File: config.mk
export PLATFORM = sky130hd
export DESIGN_NAME = pixel_coord_gen
export DESIGN_NICKNAME = d
export VERILOG_FILES = /design/src/rtl/pixel_coord_gen.sv
export SDC_FILE = /design/constraint.sdc
export NUM_CORES = 1
export LEC_CHECK = 0
export ABC_CLOCK_PERIOD_IN_PS = 5300
export CAP_MARGIN = 20
export CORE_MARGIN = 1
export CORE_UTILIZATION = 35
export DETAILED_ROUTE_END_ITERATION = 7
export HOLD_SLACK_MARGIN = 0.03
export PLACE_DENSITY = 0.53
export SYNTH_ARGS = -nofsm -noshare
export SYNTH_HDL_FRONTEND = slang
export SYNTH_SLANG_ARGS = --single-unit
export TNS_END_PERCENT = 5
File: constraint.sdc
create_clock -name CLK -period 5.3 [get_ports CLK]
set_input_delay 1.59 -clock CLK [delete_from_list [all_inputs] [get_ports CLK]]
set_output_delay 1.59 -clock CLK [all_outputs]
set_load 0.02 [all_outputs]
File: src/rtl/pixel_coord_gen.sv
// Camera capture front end: synchronises OV7670-style VSYNC/HREF/PCLK/D into CLK,
// assembles multi-byte pixels and tags each with its column and row.
module pixel_coord_gen #(
    parameter int COL_W           = 10,
    parameter int ROW_W           = 9,
    parameter int BYTES_PER_PIXEL = 2,
    parameter int MAX_COLS        = 640,
    parameter int MAX_ROWS        = 480,
    parameter int SYNC_STAGES     = 2
) (
    input  logic                         CLK,
    input  logic                         RST,
    input  logic                         START,
    input  logic                         VSYNC,
    input  logic                         HREF,
    input  logic                         PCLK,
    input  logic [7:0]                   D,
    output logic [8*BYTES_PER_PIXEL-1:0] PIXEL_DATA,
    output logic                         PIXEL_VALID,
    output logic [COL_W-1:0]             PIXEL_COLUMN,
    output logic [ROW_W-1:0]             PIXEL_ROW,
    output logic                         FRAME_START,
    output logic                         FRAME_END,
    output logic                         LINE_END,
    output logic [COL_W-1:0]             LINE_LEN,
    output logic                         COL_OVF,
    output logic                         ROW_OVF
);

    localparam int              PW        = 8 * BYTES_PER_PIXEL;
    localparam logic [1:0]      LAST_BYTE = 2'(BYTES_PER_PIXEL - 1);
    localparam logic [COL_W:0]  MAX_C     = (COL_W + 1)'(MAX_COLS);
    localparam logic [ROW_W-1:0] ROW_LAST = ROW_W'(MAX_ROWS - 1);

    typedef enum logic {IDLE, ARMED} state_t;

    state_t                          state;
    logic [SYNC_STAGES-1:0]          vs_sync, hr_sync, pc_sync;
    logic [SYNC_STAGES-1:0][7:0]     d_sync;
    logic                            vs, hr, pc, vs_d, hr_d, pc_d;
    logic [7:0]                      d;
    logic                            pclk_rise, href_on, href_fall, vs_rise, vs_fall;
    logic [PW-1:0]                   asm_q, asm_next;
    logic [1:0]                      byte_cnt;
    // One extra bit so the column can sit at MAX_COLS when MAX_COLS == 2^COL_W.
    logic [COL_W:0]                  col;
    logic [ROW_W-1:0]                row;

    assign vs = vs_sync[SYNC_STAGES-1];
    assign hr = hr_sync[SYNC_STAGES-1];
    assign pc = pc_sync[SYNC_STAGES-1];
    assign d  = d_sync[SYNC_STAGES-1];

    assign pclk_rise = pc & ~pc_d;
    assign href_on   = hr & hr_d;
    assign href_fall = ~hr & hr_d;
    assign vs_rise   = vs & ~vs_d;
    assign vs_fall   = ~vs & vs_d;

    always_ff @(posedge CLK) begin
        if (RST) begin
            vs_sync <= '0;
            hr_sync <= '0;
            pc_sync <= '0;
            d_sync  <= '0;
            vs_d    <= 1'b0;
            hr_d    <= 1'b0;
            pc_d    <= 1'b0;
        end else begin
            vs_sync <= {vs_sync[SYNC_STAGES-2:0], VSYNC};
            hr_sync <= {hr_sync[SYNC_STAGES-2:0], HREF};
            pc_sync <= {pc_sync[SYNC_STAGES-2:0], PCLK};
            d_sync  <= {d_sync[SYNC_STAGES-2:0], D};
            vs_d    <= vs;
            hr_d    <= hr;
            pc_d    <= pc;
        end
    end

    always_comb begin
        asm_next      = asm_q << 8;
        asm_next[7:0] = d;
    end

    always_ff @(posedge CLK) begin
        if (RST) begin
            state        <= IDLE;
            asm_q        <= '0;
            byte_cnt     <= '0;
            col          <= '0;
            row          <= '0;
            PIXEL_DATA   <= '0;
            PIXEL_VALID  <= 1'b0;
            PIXEL_COLUMN <= '0;
            PIXEL_ROW    <= '0;
            FRAME_START  <= 1'b0;
            FRAME_END    <= 1'b0;
            LINE_END     <= 1'b0;
            LINE_LEN     <= '0;
            COL_OVF      <= 1'b0;
            ROW_OVF      <= 1'b0;
        end else begin
            PIXEL_VALID <= 1'b0;
            FRAME_START <= 1'b0;
            FRAME_END   <= 1'b0;
            LINE_END    <= 1'b0;
            case (state)
                IDLE: begin
                    if (vs_fall && START) begin
                        state       <= ARMED;
                        FRAME_START <= 1'b1;
                        col         <= '0;
                        row         <= '0;
                        byte_cnt    <= '0;
                        COL_OVF     <= 1'b0;
                        ROW_OVF     <= 1'b0;
                    end
                end
                ARMED: begin
                    if (pclk_rise && href_on && !vs) begin
                        asm_q <= asm_next;
                        if (byte_cnt == LAST_BYTE) begin
                            byte_cnt <= '0;
                            if (col < MAX_C) begin
                                PIXEL_DATA   <= asm_next;
                                PIXEL_VALID  <= 1'b1;
                                PIXEL_COLUMN <= col[COL_W-1:0];
                                PIXEL_ROW    <= row;
                                col          <= col + (COL_W + 1)'(1);
                            end else begin
                                COL_OVF <= 1'b1;
                            end
                        end else begin
                            byte_cnt <= byte_cnt + 2'd1;
                        end
                    end
                    // href_fall excludes href_on, so this never competes with a byte capture.
                    if (href_fall) begin
                        LINE_END <= 1'b1;
                        LINE_LEN <= col[COL_W] ? '1 : col[COL_W-1:0];
                        col      <= '0;
                        byte_cnt <= '0;
                        if (col != '0) begin
                            if (row < ROW_LAST) row <= row + ROW_W'(1);
                            else                ROW_OVF <= 1'b1;
                        end
                    end
                    if (vs_rise) begin
                        state     <= IDLE;
                        FRAME_END <= 1'b1;
                    end
                end
            endcase
        end
    end

endmodule

==> metrics.md <==
| Metric | Value |
|---|---|
| Share of layout cells above drive strength 1 | 0.05792 |
| Initial antenna violation count | 0 |
| Drc violations | 4 |
| Synth Register Bits | roughly 110 |
| Cell count after placement | ~650 |
| Synth area leader | dfxtp_1 |
| CTS Buffer Depth | 2 |
| Leakage power | ~0.0017 µW |
| Sequential share of the synthesized area | 0.5120 |
| Slowest stage delay, CP | approximately 0.56 ns |
| Area grow syn2layout | 25.24% |
| Cts bufs inserted | 9 |
| Die X | between 100 and 150 µm |
| GR Util All Layers | 0.1794 |
| Root Driver | clkbuf_16 |
| Final Non-Filler Cells | ~660 |
| Detail Route Antenna Nets | 0 |
| Hold-critical path depth | 1 |
| Count leader, synth | dfxtp_1 |
| Die Ht | 111.3 µm |
| Vias in the first global route | between 3000 and 4000 |
| RSZ-0062 raised after global routing | false |
| DR WL/cell | between 15 and 20 µm |
| Max Cap Viol | 0 |
| Worst path top cell family by delay | simple AND/OR/NAND/NOR gates |
| Setup TNS | 0 ns |
| Data arrival, critical path | 3.37 ns |
| Iter 0 DRT Violations | between 300 and 400 |
| P per Cell Area | about 310 nW/µm² |
| CP Launch Point | START |
| Buffer and inverter count on the worst path | 2 |
| Number of hold buffers added after CTS | 0 |
| Synth Area per Inst | 8.921 µm² |
| Final number of max-transition violations | 0 |
| Port Buf Inserts | 64 |
| Synth unique cells | about 50 |
| Final Critical Period | approximately 3 ns |
| Main synth FF type | dfxtp_1 |
| Die area | between 10000 and 15000 µm² |
| First-pass GRT wire length | ~18 mm |
| Hold Path Class | reg -> reg |
| Setup Skew | 0.008754 ns |
| Peak VDD IR | 0.0001255 V |
| Largest net degree at the start of global routing | 56 |
| Ys Warns | 0 |
| R2R Path Start | state |
| Status | finished with violations |
| Core ar. | roughly 12000 µm² |
| WHS Endpoint | d[1] |
| Post-route cell area | between 5000 and 6000 µm² |
| CP max FO | 10 |
| Worst slew pin tran | 0.9960 ns |
| CP max stage cell | or4_1 |
| Reg-to-reg setup timing slack | 2.85 ns |
| CTS tree | yes |
| Postcts setup bufs | 0 |
| N_diodes | 0 |
| Critical path launch point type | input pin |
| Top-area cell type share of the netlist area | 0.5120 |
| Clock Latency Late Sink | ~0.35 ns |
| Via-to-Cell Ratio | ~5.5 |
| Fill cell count | ~1100 |
| Row count | 39 |
| Synthesized cell area | about 4200 µm² |
| Maximum clock frequency | approximately 320 MHz |
| Syn Nets | around 490 |
| Failing checks | design-rule violations |
| Post-DP HPWL | 6.764 mm |
| FFs w/ async S/R, synth | 0 |
| Final setup viols | 0 |
| Period Utilization, post-route | 0.5832 |
| WP data required | 5.58 ns |
| Placer congestion estimate | roughly 0.84 |
| Commonest cells post-synth | 107 x dfxtp_1, 49 x a21oi_1, 43 x nand3_1, 36 x o21ai_0, 29 x nand2_1 |
| Number of synthesized flops with an enable pin | 0 |
| Final wirelength | ~11 mm |
| Cells on worst reg2reg path | 4 |
| Synth top area cells | dfxtp_1 51%, a21oi_1 5.9%, nand3_1 5.1%, o21ai_0 4.3%, nor2b_1 4.2% |
| Nets | 531 |
| Setup CP Type | in -> reg |
| Crit path capture type | flop |
| Resize count post-CTS | 0 |
| Initial core utilization | 0.3633 |
| Post-Syn Instances | approximately 470 |
| Reg-to-reg critical path endpoint | col[5] |
| Ports | 65 |
| Worst hold start | d_sync[1] |
| Initial DRT Pass Iterations | 7 |
| CTS clock-pin slew for the worst setup and hold paths | approximately 0.07 ns |
| Routed vias | 3636 |
| Clock Sinks | 107 |
| Worst rel slew slack | 0.3360 |
| H-tree levels | 3 |
| Hold Violations, Final | 0 |
| Critical Path, Cell by Cell | clkdlybuf4s50_1, nor4bb_1, buf_4, a311oi_2, or4_1, a21boi_1 |
| Grt ovf | 0 |
| Cell Area, Placed | just under 5000 µm² |
stage by stage:
stage                       util  total power (µW)  setup slack, ns  hold slack [ns]
after floorplan                -             856.6            2.533           0.4138
after global placement    0.4258             872.6            1.929           0.4201
after detailed placement  0.4258             873.2            1.882           0.4235
after CTS                 0.4550              1636            2.247           0.4408
after global routing      0.4550              1679            2.074           0.4577
final                     0.4550              1617            2.209           0.4380
metal layers:
metal	track usage	share of wire
met5	0	0
met4	0.08829	0.019
met3	0.02504	0.038
met2	0.2763	0.44
met1	0.2469	0.50
how the worst max path moves through the flow:
| stage | to | cells past startpoint |
|---|---|---|
| after floorplan | col[4] | 5 |
| after global placement | col[4] | 6 |
| after detailed placement | col[5] | 6 |
| after CTS | col[5] | 6 |
| after global routing | col[7] | 6 |
| final | col[5] | 6 |
power by group:
group	internal (µW)	switching (µW)	leakage (µW)	total [µW]
clock network	463	300	0.000164	763
logic	17.6	20.1	0.000668	37.8
registers	812	4.59	0.000867	817
state kept, by name, summed over array words and instances, names as in the netlist, 2 cells and up:
| name | flops |
|---|---|
| vs_sync | 2 |
| col | 11 |
| PIXEL_COLUMN | 10 |
| PIXEL_DATA | 16 |
| d_sync | 8 |
| asm_q | 8 |
| hr_sync | 2 |
| PIXEL_ROW | 9 |
| byte_cnt | 2 |
| row | 9 |
| d | 8 |
| pc_sync | 2 |
| LINE_LEN | 10 |
layout make-up:
| class | count | area, µm² | area share |
|---|---|---|---|
| clock buffers | 10 | 229.0 | 0.04370 |
| clock inverters | 5 | 107.6 | 0.02053 |
| inverters | 5 | 18.77 | 0.003582 |
| multi-input cells | 321 | 1883 | 0.3594 |
| flip-flops and latches | 107 | 2142 | 0.4088 |
| well taps | 143 | 178.9 | 0.03415 |
| repair buffers | 70 | 680.7 | 0.1299 |
cell families (layout without fill, tap and decap cells):
kind of cell,count (synthesis),count (layout),share of synthesized area
adders and majority gates,3,3,0.008972
DFF,107,107,0.5120
AOI/OAI and AO/OA,139,139,0.2096
muxes,1,1,0.002392
buffers and inverters,41,90,0.03918
and+or+nand+nor,178,178,0.2279
placed cells by master (no fill, tap or decap), types with 9 or more instances in the layout:
master           instances
nor2b_1                 28
nor2_1                  27
o21ai_0                 36
nand3_1                 43
clkbuf_16                9
a21oi_1                 49
dfxtp_1                107
nand2_1                 29
a211oi_1                13
nor3_1                  11
clkdlybuf4s50_1         63
Note: power is estimated with default switching activity, not from simulation.
